$ cat src/rtl/hilo_pkg.sv
// hilo_pkg: shared definitions for the HI/LO sequencers (mult today, div later).
//   hilo_state_e         - sequencer state encoding (IDLE/RUN/DONE)
//   HILO_TIMEOUT_CYCLES  - default watchdog limit in RUN cycles
package hilo_pkg;

    typedef enum logic [1:0] {
        IDLE = 2'd0,
        RUN  = 2'd1,
        DONE = 2'd2
    } hilo_state_e;

    // Mult worst case is 32-34 cycles; leave a few cycles of margin.
    localparam int HILO_TIMEOUT_CYCLES = 40;

endpackage

$ cat src/rtl/hilo_watchdog.sv
// hilo_watchdog: saturating cycle counter for a long-latency operation.
//   clk, reset  - clock, synchronous active-high reset
//   clr         - force the count back to zero (has priority over en)
//   en          - count this cycle
//   expire      - high while enabled and on the last allowed cycle
//                 (the LIMIT-th enabled cycle since clear)
module hilo_watchdog
    import hilo_pkg::*;
#(
    parameter int LIMIT = HILO_TIMEOUT_CYCLES
) (
    input  logic clk,
    input  logic reset,
    input  logic clr,
    input  logic en,
    output logic expire
);

    localparam int CW = (LIMIT > 1) ? $clog2(LIMIT) : 1;
    localparam logic [CW-1:0] LAST = CW'(LIMIT - 1);

    logic [CW-1:0] cnt_q, cnt_d;

    // Saturates at LAST so the count can never wrap back to zero.
    always_comb begin
        cnt_d = cnt_q;
        if (clr)
            cnt_d = '0;
        else if (en && (cnt_q != LAST))
            cnt_d = cnt_q + 1'b1;
    end

    always_ff @(posedge clk) begin
        if (reset)
            cnt_q <= '0;
        else
            cnt_q <= cnt_d;
    end

    assign expire = en && (cnt_q == LAST);

endmodule

$ cat src/rtl/hilo_seq.sv
// hilo_seq: multiply sequencer and architectural HI/LO registers.
//   clk, reset        - clock, synchronous active-high reset
//   MultStart         - one-cycle multiply request (ignored while Busy)
//   MultDone          - completion flag from mult (only looked at in RUN)
//   MultHI/MultLO     - mult result, latched on the MultDone edge
//   MthiWr/MtloWr     - mthi/mtlo write strobes with WrData (IDLE only)
//   MultCtrl          - registered level enable to mult, high throughout RUN
//   HIOut/LOOut       - architectural HI/LO
//   Busy              - stall to the control unit, high outside IDLE
//   ResultValid       - one-cycle pulse in DONE after HI/LO took mult's result
//   MultTimeout       - sticky: the last multiply was aborted by the watchdog
module hilo_seq
    import hilo_pkg::*;
#(
    parameter int TIMEOUT_CYCLES = HILO_TIMEOUT_CYCLES,
    parameter int WIDTH          = 32
) (
    input  logic             clk,
    input  logic             reset,
    input  logic             MultStart,
    input  logic             MultDone,
    input  logic [WIDTH-1:0] MultHI,
    input  logic [WIDTH-1:0] MultLO,
    input  logic             MthiWr,
    input  logic             MtloWr,
    input  logic [WIDTH-1:0] WrData,
    output logic             MultCtrl,
    output logic [WIDTH-1:0] HIOut,
    output logic [WIDTH-1:0] LOOut,
    output logic             Busy,
    output logic             ResultValid,
    output logic             MultTimeout
);

    hilo_state_e      state_q, state_d;
    logic [WIDTH-1:0] hi_q, hi_d;
    logic [WIDTH-1:0] lo_q, lo_d;
    logic             mult_ctrl_q, mult_ctrl_d;
    logic             timeout_q, timeout_d;
    logic             wd_expire;

    // Counter runs only in RUN and is held at zero otherwise, so every
    // RUN entry starts from a fresh count.
    hilo_watchdog #(
        .LIMIT (TIMEOUT_CYCLES)
    ) u_watchdog (
        .clk    (clk),
        .reset  (reset),
        .clr    (state_q != RUN),
        .en     (state_q == RUN),
        .expire (wd_expire)
    );

    always_comb begin
        state_d   = state_q;
        hi_d      = hi_q;
        lo_d      = lo_q;
        timeout_d = timeout_q;
        unique case (state_q)
            IDLE: begin
                // Writes and a start may coincide; the write lands now and
                // the mult result overwrites it later.
                if (MthiWr) hi_d = WrData;
                if (MtloWr) lo_d = WrData;
                if (MultStart) begin
                    state_d   = RUN;
                    timeout_d = 1'b0;
                end
            end
            RUN: begin
                // Done beats a simultaneous watchdog expiry.
                if (MultDone) begin
                    hi_d    = MultHI;
                    lo_d    = MultLO;
                    state_d = DONE;
                end else if (wd_expire) begin
                    state_d   = IDLE;
                    timeout_d = 1'b1;
                end
            end
            DONE:    state_d = IDLE;
            default: state_d = IDLE;
        endcase
        mult_ctrl_d = (state_d == RUN);
    end

    always_ff @(posedge clk) begin
        if (reset) begin
            state_q     <= IDLE;
            hi_q        <= '0;
            lo_q        <= '0;
            mult_ctrl_q <= 1'b0;
            timeout_q   <= 1'b0;
        end else begin
            state_q     <= state_d;
            hi_q        <= hi_d;
            lo_q        <= lo_d;
            mult_ctrl_q <= mult_ctrl_d;
            timeout_q   <= timeout_d;
        end
    end

    assign MultCtrl    = mult_ctrl_q;
    assign HIOut       = hi_q;
    assign LOOut       = lo_q;
    assign Busy        = (state_q != IDLE);
    assign ResultValid = (state_q == DONE);
    assign MultTimeout = timeout_q;

endmodule

$ cat config.mk
export PLATFORM = sky130hd
export DESIGN_NAME = hilo_seq
export DESIGN_NICKNAME = d
export VERILOG_FILES = /design/src/rtl/hilo_pkg.sv /design/src/rtl/hilo_watchdog.sv /design/src/rtl/hilo_seq.sv
export SDC_FILE = /design/constraint.sdc
export NUM_CORES = 1
export LEC_CHECK = 0
export ABC_AREA = 1
export BUFFER_PORTS_ARGS = -buffer_cell sky130_fd_sc_hd__buf_2
export CORE_AREA = 3 3 95 97
export CTS_BUF_LIST = sky130_fd_sc_hd__clkbuf_16
export DETAILED_ROUTE_END_ITERATION = 7
export DIE_AREA = 0 0 98 100
export PLACE_DENSITY = 0.75
export SLEW_MARGIN = 10
export SYNTH_ARGS = -nofsm -noshare
export SYNTH_HDL_FRONTEND = slang
export SYNTH_SLANG_ARGS = --single-unit
$ cat constraint.sdc
create_clock -name clk -period 1.4 [get_ports clk]
set_clock_uncertainty 0.2 [all_clocks]
set_input_delay 0.28 -clock clk [delete_from_list [all_inputs] [get_ports clk]]
set_output_delay 0.28 -clock clk [all_outputs]
set_load 0.03 [all_outputs]
* Yosys cells after proc, flatten, opt, wreduce, memory -nomap -nowiden
Cells that the tools add are included.
** Word-level totals
- Bits in registers :: 74
- Output and inout port bits :: 68
- Input port bits :: 102
- Word-level logic and storage cells :: 42
** Operators by class
- Reduce and logical (&&, ||, !) cells :: 9
- Add/sub/neg operators :: 1
- Muxes and demuxes :: 14
- Equality and inequality tests :: 12
** Operator list (count)
- $mux W32 :: 4
- $pmux W32 S2 :: 2
- $ne A2 B2 Y1 const B :: 6
- $add A6 B1 Y6 const B :: 1
- $eq A6 B6 Y1 const B :: 1
- $mux W2 :: 3
- $ne A6 B6 Y1 const B :: 1
- $reduce_and A3 Y1 :: 2
- $eq A2 B1 Y1 const B :: 2
- $pmux W2 S2 :: 1
- $reduce_and A4 Y1 :: 1
- $reduce_bool A2 Y1 :: 2
- $mux W1 :: 3
- $eq A2 B2 Y1 const B :: 1
- $logic_and A1 B1 Y1 :: 2
- $logic_not A2 Y1 :: 1
- $ne A2 B1 Y1 const B :: 1
- $pmux W1 S2 :: 1
- $reduce_or A2 Y1 :: 1

* Depth between registers and ports, before layout
- Word-level depth :: 6
- Depth in mapped cells :: 9

* By module
From an unflattened synthesis, not the netlist that was laid out.
** Unflattened totals
- Cells, all modules :: 663
- Area, all modules :: 3971.3 µm²
** Modules (own cells, without submodules)
- hilo_seq :: times used 1, cells each 615, area an instance 3618.5 µm²
- hilo_watchdog :: times used 1, cells each 48, area an instance 352.8 µm²

* Least setup slack after synthesis
OpenSTA, ideal clock, no wires.
- Path type :: flip-flop to flip-flop
- Start :: register u_watchdog.cnt_q[0]
- End :: register mult_ctrl_q, in the netlist MultCtrl
- Clock period less this slack :: 1.422 ns
- Required time :: 1.130 ns
- Cell stages (with the launch flop) :: 6
- Setup slack :: -0.022 ns
- Arrival time :: 1.152 ns
- Path through :: dfxtp_1 > ha_1 > nand3_1 > nand2_1 > or2_1 > a21oi_1
** Between the ends
- Longest elaborated chain between the ends :: 6
** RTL lines
- start: declaration :: line hilo_watchdog.sv:22 : logic [CW-1:0] cnt_q, cnt_d;
- start signal: assignment :: line hilo_watchdog.sv:37 : cnt_q <= cnt_d;
- $eq A6 B6 Y1 :: line hilo_watchdog.sv:40 : assign expire = en && (cnt_q == LAST);
- $logic_and A1 B1 Y1 :: line hilo_watchdog.sv:40
- $mux W2 :: line hilo_seq.sv:76 : end else if (wd_expire) begin
- $mux W2 :: line hilo_seq.sv:72 : if (MultDone) begin
- $pmux W2 S2 :: line hilo_seq.sv:59 : unique case (state_q)
- $eq A2 B1 Y1 :: line hilo_seq.sv:84 : mult_ctrl_d = (state_d == RUN);
- end signal: assignment :: line hilo_seq.sv:98 : mult_ctrl_q <= mult_ctrl_d;
- end: declaration :: line hilo_seq.sv:38 : logic mult_ctrl_q, mult_ctrl_d;
Every way passes these cells.
A chain may end at the register's enable or synchronous reset.

* Worst setup path after layout
- Start :: register state_q[0]
- End :: output Busy
** Between the ends
- Longest elaborated chain between the ends :: 1
** RTL lines
- start: declaration :: line hilo_seq.sv:35 : hilo_state_e state_q, state_d;
- start signal: assignment :: line hilo_seq.sv:95 : state_q <= state_d;
- $reduce_bool A2 Y1 :: line hilo_seq.sv:106 : assign Busy = (state_q != IDLE);
- end: declaration :: line hilo_seq.sv:30 : output logic Busy,
Every way passes these cells.

==> results.md <==
- Worst Path Arrival: 1050 ps
- Clk_lat worst skew: 320 ps
- Yosys reg bits: 74
- Wire length per cell: 13.2 um
- Drt drc: 0
- Port bufs: 169
- CTS tree: yes
- Hold Path Class: in2reg
- Fmax: roughly 650 MHz
- Worst Setup Start Kind: register
- Synth Area per Inst: 6.48 um2
- Post-layout minimum cycle time: approximately 1500 ps
- Layout cells sized above 1: 33.1%
- Horiz. Die Dim: 98 um
- Height of the die: 100 um
- FF-to-FF setup slack: -10 ps
- Critical path peak fanout: 4
- Pint: 4.60 mW
- Row cnt: 33
- Post-synth top area cell: dfxtp_1
- Maxcap violations: 0
- FF-to-FF End: LOOut[19]
- Setup crit start: state_q[0]
- Synth top area share: ~44%
- Vias per cell: 4.83
- Max stage delay cell, worst path: dfxtp_2
- Number of distinct library cells after synthesis: 22
- Core ar.: approximately 0.0082 mm2
- Initial drt markers: 151
- Post-layout util: 59.4%
- NumNets Final: 797
- Placer Congestion: 0.920
- Register share of total power: 36.7%
- Most frequent cells in the layout: nand2_1 (176), buf_2 (168), nor2_1 (136)
- Final Hold Vio Count: 0
- Worst EP required: 920 ps
- IO Count: 170
- R2r worst-path depth: 7
- First-pass GRT wire length: 17500 um
- Pin count of the biggest net entering global routing: 35
- Max-slew headroom at the worst pin: 84.1%
- Clk pwr share: around two fifths
- Initial Utilization: 40.9%
- Synthesized cell area: approximately 0.0034 mm2
- PD cells: 1360 mW/mm2
- CTS max path bufs: 2
- Failing checks: negative setup slack
- CTS clk-pin slew, worst paths: roughly 60 ps
- Mapped Nets: 622
- Place WS: -174 ps
- Combinational fraction of design power: between 20% and 30%
- FF-to-FF Start: state_q[0]
- Worst setup endpoint: Busy
- GR Util met3: 4.59%
- Nature of the critical path endpoint: output pin
- Top post-synthesis cells by area: dfxtp_1 (44%), nand2_1 (20%), nor2_1 (16%), o21ai_0 (7.9%), buf_2 (2.1%)
- Total iterations of the first detailed-routing run: 4
- Unrepaired setup endpoints after global routing: true
- Post-DP HPWL: 7830 um
- Syn-to-layout area delta: 45.1%
- Vias in the first global route: roughly 3800
- Commonest non-fill, non-tap cell in the layout: nand2_1
- Ordered list of cells on the worst path: nor2_2, inv_1, buf_2
- Status: complete, but fails checks
- Slew at the pin closest to its max-slew limit: 238 ps
- Met2 Use GR: about two fifths
- Switching Power: 2.03 mW
- Critical Path Max Stage Delay: 350 ps
- Initial antenna violation count: 0
- Sw Ratio: a little under a third
- DR vias: 3881
- Final setup TNS: -277 ps
- Final wirelength: 10600 um
- Synth Instances: 519
- Worst VDD drop: 0.000718 V
- Met1 Track Usage GR: 25.2%
- Antenna cells: 0
- Setup ws final: -129 ps
- GRT overflow: 0
- Clock sinks: 74
- Final slew viol count: 0
- Critical path class: reg2out
- Tcrit/Tclk final: 109%
- Number of setup buffers added after CTS: 0
- Total global routing track utilization: between 20% and 30%
- Die ar.: 0.00980 mm2
- Seq/Total Area, Yosys: 44.0%
- Leak: between 2 and 3 nW
- Total CTS buffers: 9
- Htree depth: 3
- Antenna Nets Post-Route: 0
- Final setup vio count: 8
- Yosys warnings: 0
- GR peak layer: met2
- Clock root buffer master: clkbuf_16
- WHS: 64.4 ps
[worst min-delay path by stage]
| stage | from | to | slack (ps) | cells past startpoint |
|---|---|---|---|---|
| 2_1_floorplan | reset | MultCtrl | 150 | 1 |
| 3_3_place_gp | MultTimeout | MultTimeout | 270 | 2 |
| 3_5_place_dp | LOOut[8] | LOOut[8] | 270 | 2 |
| 4_1_cts | MultDone | state_q[1] | 40 | 3 |
| 5_1_grt | MultDone | state_q[1] | 70 | 3 |
| 6_report | MultDone | state_q[1] | 60 | 3 |
[final cells by class]
| cell class | instances | area, um2 |
|---|---|---|
| fillers | 773 | 3330 |
| multi-input cells | 404 | 1740 |
| flip-flops and latches | 74 | 1490 |
| repair buffers | 193 | 1140 |
| clock buffers | 9 | 225 |
| well taps | 105 | 131 |
| clock inverters | 6 | 108 |
| inverters | 12 | 55.1 |
[synth_stat cells, drive strengths merged]
| cell type | count |
|---|---|
| ha | 1 |
| dfxtp | 74 |
| nor2 | 139 |
| a21oi | 9 |
| buf | 24 |
| nand4 | 1 |
| inv | 12 |
| or2 | 1 |
| xnor2 | 1 |
| nand2 | 183 |
| xor2 | 1 |
| clkbuf | 5 |
| nand3 | 3 |
| o21ai | 65 |
[worst max-delay path, delay by kind of cell (launching register included)]
family,cells,cell delay (ps)
AND/OR/NAND/NOR,1,160
flip-flops,1,350
buffers and inverters,2,220
[repair_timing]
action,in CTS,in global routing
setup endpoints to repair,68,75
hold endpoints to repair,4,0
pin swaps,1,4
gates resized for setup,26,26
hold buffers,2,0
[stage by stage]
stage / instances / power (mW) / area [um2]
final: 803 / 6.64 / 4880
after global placement: 786 / 4.02 / 4390
after global routing: 803 / 6.95 / 4880
after floorplan: 519 / 3.49 / 3370
after detailed placement: 786 / 4.05 / 4390
after CTS: 803 / 6.67 / 4800
[power groups by stage]
stage | Sequential, mW | Clock, mW | Combinational, mW
detailed placement | 2.47 | 0 | 1.59
global route | 2.46 | 2.68 | 1.81
global placement | 2.46 | 0 | 1.56
CTS | 2.43 | 2.61 | 1.63
finish | 2.43 | 2.55 | 1.65
floorplan | 2.86 | 0 | 0.622
[sequential cells by signal, indices dropped and copies added (netlist names)]
| name | count |
|---|---|
| MultTimeout | 1 |
| LOOut | 32 |
| u_watchdog.cnt_q | 6 |
| state_q | 2 |
| MultCtrl | 1 |
| HIOut | 32 |
[layer usage]
metal / vias up / wire [um]
met5: - / 0
met4: 0 / 209
met2: 165 / 5260
met1: 1731 / 4290
met3: 21 / 853
li1: 1964 / -
[cell families after synthesis]
family                     synth area share, %
buffers and inverters                     6.73
xor gates and xnor gates                 0.521
DFF                                       44.0
adders and majority gates                0.372
and+or+nand+nor                           37.3
AOI/OAI and AO/OA                         11.0
(Power assumes the default switching activity.)
